$ cat config.mk
export PLATFORM = sky130hd
export DESIGN_NAME = serial_link_phy_ctrl
export DESIGN_NICKNAME = d
export VERILOG_FILES = /design/src/rtl/serial_link_phy_ctrl.sv
export SDC_FILE = /design/constraint.sdc
export NUM_CORES = 1
export LEC_CHECK = 0
export CAP_MARGIN = 20
export CORE_ASPECT_RATIO = 1.2
export CORE_MARGIN = 2
export CORE_UTILIZATION = 35
export CTS_CLUSTER_SIZE = 12
export DETAILED_ROUTE_END_ITERATION = 10
export PLACE_DENSITY_LB_ADDON = 0.3
export SYNTH_ARGS = -nofsm -noshare
export SYNTH_HDL_FRONTEND = slang
export SYNTH_SLANG_ARGS = --single-unit
export TNS_END_PERCENT = 30
$ cat constraint.sdc
create_clock -name clk_i -period 2.9 [get_ports clk_i]
set_clock_uncertainty 0.1 [all_clocks]
set_input_delay 0.58 -clock clk_i [delete_from_list [all_inputs] [get_ports clk_i]]
set_output_delay 0.58 -clock clk_i [all_outputs]
set_load 0.01 [all_outputs]
$ cat src/rtl/serial_link_phy_ctrl.sv
// serial_link_phy_ctrl: PHY TX bring-up sequencer and round-robin beat arbiter; training stage built only with SERIAL_LINK_PHY_CTRL_TRAIN_EN
module serial_link_phy_ctrl #(
    parameter int unsigned NumReq = 2,
    parameter int unsigned DataWidth = 16,
    parameter int unsigned MaxClkDiv = 32,
    parameter int unsigned SettleCycles = 4,
    parameter int unsigned TrainBeats = 8,
    parameter logic [DataWidth-1:0] TrainPattern = 16'hA5A5,
    localparam int unsigned CW = $clog2(MaxClkDiv) + 1
) (
    input  logic                               clk_i,
    input  logic                               rst_i,
    input  logic                               cfg_en_i,
    input  logic [CW-1:0]                      cfg_clk_div_i,
    input  logic                               cfg_apply_i,
    input  logic [NumReq-1:0][DataWidth-1:0]   req_data_i,
    input  logic [NumReq-1:0]                  req_valid_i,
    output logic [NumReq-1:0]                  req_ready_o,
    output logic [CW-1:0]                      phy_clk_div_o,
    output logic [CW-1:0]                      phy_clk_shift_start_o,
    output logic [CW-1:0]                      phy_clk_shift_end_o,
    output logic [DataWidth-1:0]               phy_data_out_o,
    output logic                               phy_data_out_valid_o,
    input  logic                               phy_data_out_ready_i,
    output logic [1:0]                         state_o,
    output logic                               link_up_o
);
    typedef enum logic [1:0] {S_OFF, S_SETTLE, S_TRAIN, S_ACTIVE} state_e;
    localparam int unsigned CntMax = SettleCycles > TrainBeats ? SettleCycles : TrainBeats;
    localparam int unsigned CntW = $clog2(CntMax + 1);
    localparam int unsigned IdxW = NumReq > 1 ? $clog2(NumReq) : 1;

    function automatic logic [3*CW-1:0] clk_cfg(input logic [CW-1:0] raw);
        logic [CW-1:0] c, d, s;
        c = raw < CW'(2) ? CW'(2) : raw > CW'(MaxClkDiv) ? CW'(MaxClkDiv) : raw;
        d = {c[CW-1:1], 1'b0};
        s = d >> 2;
        return {d, s, s + (d >> 1)};
    endfunction

    state_e state_q, state_d;
    logic [CntW-1:0] cnt_q, cnt_d;
    logic valid_q, valid_d, pend_q, pend_d;
    logic [DataWidth-1:0] data_q, data_d;
    logic [IdxW-1:0] rr_q, rr_d, gnt_idx, scan;
    logic [CW-1:0] pend_div_q, eff_div;
    logic [3*CW-1:0] cfg_q;
    logic eff_pend, drain, latch, gnt_found, gnt;

    assign eff_pend = pend_q | cfg_apply_i;
    assign eff_div = cfg_apply_i ? cfg_clk_div_i : pend_div_q;
    // a pending reconfiguration waits until the output register is free
    assign drain = eff_pend && (!valid_q || phy_data_out_ready_i);
    assign gnt = state_q == S_ACTIVE && cfg_en_i && !eff_pend && gnt_found
                 && (!valid_q || phy_data_out_ready_i);
    assign req_ready_o = gnt ? NumReq'(1) << gnt_idx : '0;
    assign {phy_clk_div_o, phy_clk_shift_start_o, phy_clk_shift_end_o} = cfg_q;
    assign phy_data_out_o = data_q;
    assign phy_data_out_valid_o = valid_q;
    assign state_o = state_q;
    assign link_up_o = state_q == S_ACTIVE;

    always_comb begin
        gnt_found = 1'b0;
        gnt_idx = rr_q;
        scan = rr_q;
        for (int i = 0; i < NumReq; i++) begin
            scan = scan == IdxW'(NumReq - 1) ? '0 : scan + 1'b1;
            if (!gnt_found && req_valid_i[scan]) begin
                gnt_found = 1'b1;
                gnt_idx = scan;
            end
        end
    end

    always_comb begin
        state_d = state_q;
        cnt_d = cnt_q;
        valid_d = valid_q;
        data_d = data_q;
        rr_d = rr_q;
        pend_d = 1'b0;
        latch = 1'b0;
        if (!cfg_en_i) begin
            state_d = S_OFF;
            valid_d = 1'b0;
            latch = eff_pend;
        end else if ((state_q == S_TRAIN || state_q == S_ACTIVE) && drain) begin
            state_d = S_SETTLE;
            cnt_d = '0;
            valid_d = 1'b0;
            latch = 1'b1;
        end else begin
            unique case (state_q)
                S_OFF: begin
                    state_d = S_SETTLE;
                    cnt_d = '0;
                    latch = cfg_apply_i;
                end
                S_SETTLE: begin
                    if (cfg_apply_i) begin
                        cnt_d = '0;
                        latch = 1'b1;
                    end else if (cnt_q == CntW'(SettleCycles - 1)) begin
`ifdef SERIAL_LINK_PHY_CTRL_TRAIN_EN
                        state_d = S_TRAIN;
                        cnt_d = '0;
                        valid_d = 1'b1;
                        data_d = TrainPattern;
`else
                        state_d = S_ACTIVE;
`endif
                    end else begin
                        cnt_d = cnt_q + 1'b1;
                    end
                end
`ifdef SERIAL_LINK_PHY_CTRL_TRAIN_EN
                S_TRAIN: begin
                    pend_d = eff_pend;
                    if (phy_data_out_ready_i) begin
                        cnt_d = cnt_q + 1'b1;
                        data_d = ~data_q;
                        if (cnt_q == CntW'(TrainBeats - 1)) begin
                            state_d = S_ACTIVE;
                            valid_d = 1'b0;
                        end
                    end
                end
`endif
                S_ACTIVE: begin
                    pend_d = eff_pend;
                    if (gnt) begin
                        valid_d = 1'b1;
                        data_d = req_data_i[gnt_idx];
                        rr_d = gnt_idx;
                    end else if (phy_data_out_ready_i) begin
                        valid_d = 1'b0;
                    end
                end
                default: ;
            endcase
        end
    end

    always_ff @(posedge clk_i) begin
        if (rst_i) begin
            state_q <= S_OFF;
            cnt_q <= '0;
            valid_q <= 1'b0;
            data_q <= '0;
            rr_q <= IdxW'(NumReq - 1);
            pend_q <= 1'b0;
            pend_div_q <= '0;
            cfg_q <= clk_cfg(CW'(MaxClkDiv));
        end else begin
            state_q <= state_d;
            cnt_q <= cnt_d;
            valid_q <= valid_d;
            data_q <= data_d;
            rr_q <= rr_d;
            pend_q <= pend_d;
            pend_div_q <= eff_div;
            if (latch) cfg_q <= clk_cfg(eff_div);
        end
    end
endmodule

==> impl_metrics.prom, run 1 <==
# TYPE chip_impl_metric gauge
chip_impl_info{name="run_status",value="finished clean"} 1
chip_impl_info{name="cp_slowest_cell",value="sky130_fd_sc_hd__clkdlybuf4s50_1"} 1
chip_impl_metric{name="drt_drc_violations_left",unit=""} 0
chip_impl_metric{name="final_cells",unit=""} 418
chip_impl_metric{name="final.min_clock_period",unit="ns"} 2.70
chip_impl_metric{name="seq_area_frac_synth",unit="%"} 38.0
chip_impl_metric{name="placement.io_buffers",unit=""} 81
chip_impl_metric{name="yosysUniqueCellTypes",unit=""} 46
chip_impl_metric{name="number_of_enable_type_register_cells_in_the_synthesized_netlist",unit=""} 0
chip_impl_metric{name="maxCapViolCount",unit=""} 0
chip_impl_metric{name="synth_simple_gate_area_share",unit="%"} 19.1
chip_impl_metric{name="synthesis.area",unit="µm²"} 2210
chip_impl_metric{name="total_grt_usage",unit="%"} 15.9
chip_impl_info{name="critical_path.reg2reg.startpoint",value="pend_div_q[1]"} 1
chip_impl_metric{name="htree_num_levels",unit=""} 2
chip_impl_info{name="worstHoldEndpoint",value="cfg_q[2]"} 1
chip_impl_metric{name="initial_core_util",unit="%"} 36.3
chip_impl_metric{name="clock_tree.buffer_depth",unit=""} 2
chip_impl_info{name="timing.critical_path.to_type",value="register"} 1
chip_impl_info{name="min-delay-path-class",value="reg2reg"} 1
chip_impl_metric{name="num-nets-final",unit=""} 388
chip_impl_info{name="cts_tree",value="yes"} 1
chip_impl_metric{name="reg2regPathDepth",unit=""} 11
chip_impl_metric{name="cts_made_buffers",unit=""} 5
chip_impl_metric{name="share_of_the_clock_period_used_by_the_worst_path_after_layout",unit="%"} 93.0
chip_impl_info{name="crit_path_cell_trace",value="clkdlybuf4s50_1, o311ai_1, o311a_1, ha_1, inv_1, fa_1, nand2b_1, a21oi_1, xnor2_1, a22oi_1"} 1
chip_impl_info{name="worst_setup_path_startpoint",value="cfg_clk_div_i[3]"} 1
chip_impl_metric{name="gp_routability_congestion",unit=""} 0.843
chip_impl_metric{name="yosys.area_share.xor_xnor",unit="%"} 0.791
chip_impl_metric{name="drt_first_pass_iters",unit=""} 4
chip_impl_metric{name="grt_pass1_vias",unit=""} 2020
chip_impl_metric{name="clk_pin_slew_worst_paths",unit="ns"} 0.08
chip_impl_metric{name="synth_cells",unit=""} 238
chip_impl_metric{name="grt_start_max_net_pins",unit=""} 34
chip_impl_metric{name="ctsHoldBuffers",unit=""} 0
chip_impl_metric{name="synth-compound-area-share",unit="%"} 19.8
chip_impl_info{name="postSynth.topFlopCell",value="sky130_fd_sc_hd__dfxtp_1"} 1
chip_impl_metric{name="postCtsSetupRepairBufs",unit=""} 0
chip_impl_metric{name="design.core.area",unit="µm²"} 6090
chip_impl_metric{name="finalSetupViolations",unit=""} 0
chip_impl_metric{name="worst_slew_pin_slew",unit="ns"} 0.519
chip_impl_metric{name="timing.critical_path.fanout_max",unit=""} 3
chip_impl_metric{name="hold_ws",unit="ns"} 0.393
chip_impl_metric{name="final_hold_viol_count",unit=""} 0
chip_impl_metric{name="antenna-diode-count",unit=""} 0
chip_impl_metric{name="clock_sink_count",unit=""} 42
chip_impl_metric{name="slowest_stage_delay_on_critical_path",unit="ns"} 0.45
chip_impl_metric{name="detail-route-antenna-nets",unit=""} 0
chip_impl_metric{name="grt_first_pass_wirelength",unit="mm"} 9.17
chip_impl_metric{name="clk_latency",unit="ns"} 0.29
chip_impl_metric{name="synth-seq-cells",unit=""} 42
chip_impl_metric{name="route.final.wire_length",unit="mm"} 5.26
chip_impl_metric{name="timing_max_transition_violations_final",unit=""} 0
chip_impl_info{name="worstSetupStartpointType",value="input pin"} 1
chip_impl_info{name="timing.critical_path.max_delay_family",value="compound AO/OA/AOI/OAI gates"} 1
chip_impl_metric{name="routed_wire_length_per_instance",unit="µm"} 12.6
chip_impl_metric{name="number_of_warnings_printed_during_yosys_synthesis",unit=""} 0
chip_impl_metric{name="via_per_inst",unit=""} 4.89
chip_impl_metric{name="io_pins",unit=""} 85
chip_impl_info{name="critical_path.reg2reg.endpoint",value="cfg_q[4]"} 1
chip_impl_metric{name="synthesis.area_per_instance",unit="µm²"} 9.30
chip_impl_metric{name="cellLeakagePower",unit="nW"} 1.31
chip_impl_info{name="clock-root-buffer",value="sky130_fd_sc_hd__clkbuf_8"} 1
chip_impl_info{name="critical_path_class",value="in2reg"} 1
chip_impl_info{name="rsz0062_at_grt",value="yes"} 1
chip_impl_metric{name="num_vias",unit=""} 2045
chip_impl_metric{name="drt-initial-drc-count",unit=""} 27
chip_impl_metric{name="post_synth_mux_area_share",unit="%"} 10.4
chip_impl_metric{name="design.die.area",unit="µm²"} 6980
chip_impl_metric{name="cellPowerDensity",unit="nW/µm²"} 383
chip_impl_metric{name="worst_ir_drop_vdd",unit="µV"} 197
chip_impl_metric{name="worst_ep_required_time",unit="ns"} 2.97
chip_impl_metric{name="die_h",unit="µm"} 91.1
chip_impl_metric{name="final_hpwl_from_detailed_placement",unit="mm"} 4.10
chip_impl_metric{name="crit_buf_inv",unit=""} 2
chip_impl_metric{name="rows",unit=""} 31
chip_impl_metric{name="data_arrival_time_of_the_worst_path",unit="ns"} 2.76
chip_impl_info{name="largest_family_of_logic_cells_by_synthesized_area",value="compound AO/OA/AOI/OAI gates"} 1
chip_impl_metric{name="antenna_found_initial",unit=""} 0
chip_impl_metric{name="synth-async-reset-ratio",unit="%"} 0
chip_impl_metric{name="fp.dieW",unit="µm"} 76.6
chip_impl_metric{name="post_synth_fa_ha_maj_area_fraction",unit="%"} 4.86
chip_impl_metric{name="setup_total_negative_slack",unit="ns"} 0
chip_impl_metric{name="min_delay_path_depth",unit=""} 2
chip_impl_metric{name="relSlewSlack",unit="%"} 65.4
chip_impl_metric{name="areaGrowthSynthToFinish",unit="%"} 49.8
chip_impl_info{name="worst_hold_startpoint",value="cfg_q[2]"} 1
chip_impl_metric{name="gr-total-overflow",unit=""} 0
chip_impl_metric{name="fin_total_pwr",unit="W"} 0.00127
chip_impl_metric{name="r2r_setup_slack",unit="ns"} 0.53
chip_impl_metric{name="post_route_cells_drive_above_1_share",unit="%"} 17.3
chip_impl_metric{name="final.fill_count",unit=""} 565
chip_impl_metric{name="dp_cells",unit=""} 410
chip_impl_metric{name="timing.fmax",unit="GHz"} 0.371
## stage by stage
step / area (µm²) / worst slack (ns) / util, %
global placement: 3200 / -0.269 / 52.6
floorplan: 2220 / 0.161 / -
detailed placement: 3200 / -0.380 / 52.6
CTS: 3300 / 0.00467 / 54.2
finish: 3320 / 0.203 / 54.4
global route: 3320 / -0.00701 / 54.4
## how the worst max path moves through the flow
| stage | to | cells past startpoint | slack, ns |
|---|---|---|---|
| finish | cfg_q[4] | 10 | 0.20 |
| detailed placement | cfg_q[4] | 11 | -0.38 |
| global placement | cfg_q[4] | 11 | -0.27 |
| CTS | req_ready_o[1] | 5 | 0.005 |
| global route | cfg_q[4] | 11 | -0.007 |
| floorplan | cfg_q[4] | 10 | 0.16 |
## routing by layer
metal  track usage [%]  routed length (µm)
met1              18.2                2330
met2              27.0                2410
met3              5.77                 426
met4              5.91                  96
met5                 0                   0
## cells in the mapped netlist (4+ instances only)
| master | number | area [µm²] |
|---|---|---|
| sky130_fd_sc_hd__ha_1 | 7 | 87.6 |
| sky130_fd_sc_hd__a211oi_1 | 6 | 45.0 |
| sky130_fd_sc_hd__buf_4 | 8 | 60.1 |
| sky130_fd_sc_hd__nor2_1 | 36 | 135 |
| sky130_fd_sc_hd__buf_2 | 4 | 20.0 |
| sky130_fd_sc_hd__nor2b_1 | 7 | 43.8 |
| sky130_fd_sc_hd__a211oi_2 | 13 | 163 |
| sky130_fd_sc_hd__a21oi_1 | 11 | 55.1 |
| sky130_fd_sc_hd__o21ai_0 | 4 | 20.0 |
| sky130_fd_sc_hd__inv_1 | 9 | 33.8 |
| sky130_fd_sc_hd__mux2i_1 | 23 | 230 |
| sky130_fd_sc_hd__nor3_1 | 6 | 30.0 |
| sky130_fd_sc_hd__nand2b_1 | 8 | 50.1 |
| sky130_fd_sc_hd__clkbuf_1 | 4 | 15.0 |
| sky130_fd_sc_hd__nand3_1 | 8 | 40.0 |
| sky130_fd_sc_hd__o32ai_1 | 4 | 35.0 |
| sky130_fd_sc_hd__dfxtp_1 | 42 | 841 |
## cell families after synthesis
family          after synthesis
compound gates               53
simple gates                 82
fa+ha+maj                     8
mux                          23
buf+inv                      27
xor+xnor                      2
flops                        42
other cells                   1
## worst register-to-register path, stage by stage (launching register included)
cell and delay (ns):
sky130_fd_sc_hd__dfxtp_1 0.34, sky130_fd_sc_hd__nor4_2 0.25, sky130_fd_sc_hd__a31o_2 0.14, sky130_fd_sc_hd__a21oi_1 0.09
sky130_fd_sc_hd__nor2_1 0.15, sky130_fd_sc_hd__ha_1 0.20, sky130_fd_sc_hd__inv_1 0.06, sky130_fd_sc_hd__fa_1 0.37
sky130_fd_sc_hd__nand2b_1 0.17, sky130_fd_sc_hd__a21oi_1 0.16, sky130_fd_sc_hd__xnor2_1 0.13, sky130_fd_sc_hd__a22oi_1 0.10
## layout make-up
cell class | instances | area [µm²] | share of cell area, %
inverters | 9 | 33.8 | 1.02
clock inverters | 1 | 5.00 | 0.151
repair buffers | 106 | 993 | 30.0
clock buffers | 7 | 86.3 | 2.60
multi-input cells | 171 | 1250 | 37.8
well taps | 82 | 103 | 3.09
flip-flops and latches | 42 | 841 | 25.4
## cells in the final DEF, fill, tap and decap left out, drive strengths merged, types with 3 or more instances in the layout
cell and instances:
clkdlybuf4s50 77, dfxtp 42, nor2 36, buf 26, mux2i 23, a211oi 19, a21oi 11, inv 9
nand2b 8, nand3 8, ha 7, nor2b 7, clkbuf 7, nor3 6, o32ai 4, nand2 4
o21ai 4, or2 3, conb 3
## registers in the layout, indices dropped and copies added (netlist names)
name,cells
phy_data_out_o,16
cfg_q,11
pend_div_q,6
cnt_q,4
state_o,2
pend_q,1
phy_data_out_valid_o,1
rr_q,1
## timing repair
| item | CTS | global route |
|---|---|---|
| setup endpoints to repair | 3 | 2 |
| pin swaps | 0 | 1 |
| gates resized for setup | 5 | 5 |
## report_power, final
group	leakage (nW)	switching, W	total (W)	internal (W)
Sequential	0.342	0.0000130	0.000608	0.000595
Clock	0.0482	0.000199	0.000391	0.000192
Combinational	0.923	0.000113	0.000271	0.000158
Power figures use the tool's default switching activity.
==> run 2: changes to the inputs <==
Settings changed: PLACE_DENSITY set to 0.69, PLACE_DENSITY_LB_ADDON 0.3 to unset.
==> impl_metrics.prom, run 2 (same netlist as run 1, synthesis figures left out) <==
# TYPE chip_impl_metric gauge
chip_impl_metric{name="final_hpwl_from_detailed_placement",unit="mm"} 4.39
chip_impl_metric{name="clk_pin_slew_worst_paths",unit="ns"} 0.07
chip_impl_metric{name="areaGrowthSynthToFinish",unit="%"} 51.0
chip_impl_metric{name="setup_ws",unit="ns"} 0.121
chip_impl_metric{name="drt_first_pass_iters",unit=""} 4
chip_impl_metric{name="num-nets-final",unit=""} 390
chip_impl_info{name="min-delay-path-class",value="reg2reg"} 1
chip_impl_info{name="crit_path_cell_trace",value="clkdlybuf4s50_1, o311ai_0, o311a_1, ha_1, inv_1, fa_1, nand2b_1, a21oi_1, xnor2_1, a22oi_1"} 1
chip_impl_metric{name="detail-route-antenna-nets",unit=""} 0
chip_impl_metric{name="cts_made_buffers",unit=""} 5
chip_impl_metric{name="timing.critical_path.fanout_max",unit=""} 3
chip_impl_metric{name="data_arrival_time_of_the_worst_path",unit="ns"} 2.84
chip_impl_metric{name="final.min_clock_period",unit="ns"} 2.78
chip_impl_metric{name="final_hold_viol_count",unit=""} 0
chip_impl_metric{name="gp_routability_congestion",unit=""} 0.872
chip_impl_metric{name="timing_max_transition_violations_final",unit=""} 0
chip_impl_metric{name="maxCapViolCount",unit=""} 0
chip_impl_metric{name="num_vias",unit=""} 2052
chip_impl_metric{name="htree_num_levels",unit=""} 2
chip_impl_metric{name="setup_total_negative_slack",unit="ns"} 0
chip_impl_metric{name="rows",unit=""} 31
chip_impl_info{name="worstSetupStartpointType",value="input pin"} 1
chip_impl_metric{name="slowest_stage_delay_on_critical_path",unit="ns"} 0.46
chip_impl_metric{name="grt_start_max_net_pins",unit=""} 23
chip_impl_metric{name="grt_util_met1",unit="%"} 21.0
chip_impl_metric{name="worst_ep_required_time",unit="ns"} 2.96
chip_impl_info{name="clock-root-buffer",value="sky130_fd_sc_hd__clkbuf_8"} 1
chip_impl_metric{name="antenna-diode-count",unit=""} 0
chip_impl_metric{name="fin_area",unit="µm²"} 3340
chip_impl_metric{name="clock_tree.buffer_depth",unit=""} 2
chip_impl_info{name="worstHoldEndpoint",value="cfg_q[15]"} 1
chip_impl_metric{name="gr-total-overflow",unit=""} 0
chip_impl_info{name="cts_tree",value="yes"} 1
chip_impl_info{name="timing.critical_path.to_type",value="register"} 1
chip_impl_info{name="worst_hold_startpoint",value="cfg_q[15]"} 1
chip_impl_metric{name="design.die.area",unit="µm²"} 6980
chip_impl_info{name="critical_path.reg2reg.startpoint",value="pend_div_q[1]"} 1
chip_impl_metric{name="initial_core_util",unit="%"} 36.3
chip_impl_metric{name="post_route_cells_drive_above_1_share",unit="%"} 16.9
chip_impl_metric{name="drt-initial-drc-count",unit=""} 44
chip_impl_metric{name="fin_total_pwr",unit="W"} 0.00134
chip_impl_metric{name="fp.dieW",unit="µm"} 76.6
chip_impl_metric{name="share_of_the_clock_period_used_by_the_worst_path_after_layout",unit="%"} 95.8
chip_impl_metric{name="post_placement_cell_area",unit="µm²"} 3220
chip_impl_metric{name="die_h",unit="µm"} 91.1
chip_impl_metric{name="clock_sink_count",unit=""} 42
chip_impl_metric{name="layout.area.seq",unit="µm²"} 841
chip_impl_metric{name="crit_buf_inv",unit=""} 2
chip_impl_metric{name="via_per_inst",unit=""} 4.89
chip_impl_metric{name="hold_ws",unit="ns"} 0.394
chip_impl_info{name="run_status",value="finished clean"} 1
chip_impl_metric{name="finalSetupViolations",unit=""} 0
chip_impl_metric{name="grt.met2_usage",unit="%"} 27.9
chip_impl_metric{name="timing.fmax",unit="GHz"} 0.360
chip_impl_metric{name="cellPowerDensity",unit="nW/µm²"} 399
chip_impl_metric{name="antenna_found_initial",unit=""} 0
chip_impl_metric{name="drt_drc_violations_left",unit=""} 0
chip_impl_metric{name="min_delay_path_depth",unit=""} 2
chip_impl_info{name="critical_path.reg2reg.endpoint",value="cfg_q[4]"} 1
chip_impl_metric{name="reg2regPathDepth",unit=""} 11
chip_impl_info{name="most-common-layout-cells",value="78 x sky130_fd_sc_hd__clkdlybuf4s50_1, 42 x sky130_fd_sc_hd__dfxtp_1, 35 x sky130_fd_sc_hd__nor2_1"} 1
chip_impl_metric{name="final.fill_count",unit=""} 568
chip_impl_info{name="most_common_library_cell_in_the_layout_ignoring_fill_and_taps",value="sky130_fd_sc_hd__clkdlybuf4s50_1"} 1
chip_impl_metric{name="cellLeakagePower",unit="nW"} 1.33
chip_impl_metric{name="grt_util_met3",unit="%"} 4.97
chip_impl_metric{name="multi_input_comb_area",unit="µm²"} 1250
chip_impl_metric{name="io_pins",unit=""} 85
chip_impl_metric{name="placement.io_buffers",unit=""} 81
chip_impl_metric{name="total_grt_usage",unit="%"} 16.8
chip_impl_info{name="grt.busiest_layer",value="met2"} 1
chip_impl_info{name="timing.critical_path.max_delay_family",value="compound AO/OA/AOI/OAI gates"} 1
chip_impl_metric{name="largest_register_ff_count",unit=""} 16
chip_impl_metric{name="pre_cts_ws",unit="ns"} -0.412
chip_impl_info{name="rsz0062_at_grt",value="yes"} 1
chip_impl_metric{name="clk_latency",unit="ns"} 0.29
chip_impl_metric{name="design.core.area",unit="µm²"} 6090
chip_impl_metric{name="r2r_setup_slack",unit="ns"} 0.48
chip_impl_info{name="cp_slowest_cell",value="sky130_fd_sc_hd__clkdlybuf4s50_1"} 1
chip_impl_metric{name="worst_ir_drop_vdd",unit="µV"} 254
chip_impl_info{name="critical_path_class",value="in2reg"} 1
chip_impl_metric{name="routed_wire_length_per_instance",unit="µm"} 13.2
chip_impl_metric{name="route.final.wire_length",unit="mm"} 5.54
chip_impl_metric{name="grt_pass1_vias",unit=""} 2050
chip_impl_metric{name="grt_first_pass_wirelength",unit="mm"} 9.64
run 2: repair_timing:
item	4_1_cts	5_1_grt
pin swaps	0	1
endpoints found under the setup margin	3	2
setup buffers	1	0
hold buffers	0	0
resized for setup	5	3
run 2: metal layers:
metal  vias up  wire, µm
met4         0        64
met2        67      2600
li1       1042         -
met5         -         0
met1       936      2510
met3         7       365
run 2: tightest hold or removal path, stage by stage (launching register included):
cell	delay [ns]
sky130_fd_sc_hd__dfxtp_1	0.32
sky130_fd_sc_hd__inv_1	0.05
sky130_fd_sc_hd__o32ai_1	0.07
run 2: metrics by stage:
stage,instances,utilization (%)
floorplan,240,-
global placement,411,52.8
detailed placement,411,52.8
CTS,420,54.8
global route,420,54.9
finish,420,54.9
run 2: cell type report:
cell class                 count  area share (%)
timing repair buffer         108            30.3
inverter                       9            1.01
clock inverter                 1           0.898
sequential                    42            25.1
clock buffer                   7            2.28
multi-input combinational    171            37.3
tap                           82            3.07
run 2: worst max path at each step:
| stage | startpoint | to | slack (ns) | depth (start not counted) |
|---|---|---|---|---|
| floorplan | cfg_apply_i | cfg_q[4] | 0.16 | 10 |
| global placement | cfg_apply_i | cfg_q[4] | -0.29 | 9 |
| detailed placement | cfg_apply_i | cfg_q[4] | -0.41 | 13 |
| CTS | req_valid_i[1] | req_ready_o[1] | -0.05 | 5 |
| global route | cfg_apply_i | cfg_q[4] | -0.07 | 13 |
| finish | cfg_clk_div_i[3] | cfg_q[4] | 0.12 | 10 |
run 2: power by group:
part	total, W	leakage [nW]	internal [W]	switching, W
combinational	0.000273	0.934	0.000159	0.000113
sequential	0.000608	0.342	0.000595	0.0000127
clock	0.000455	0.0524	0.000258	0.000197
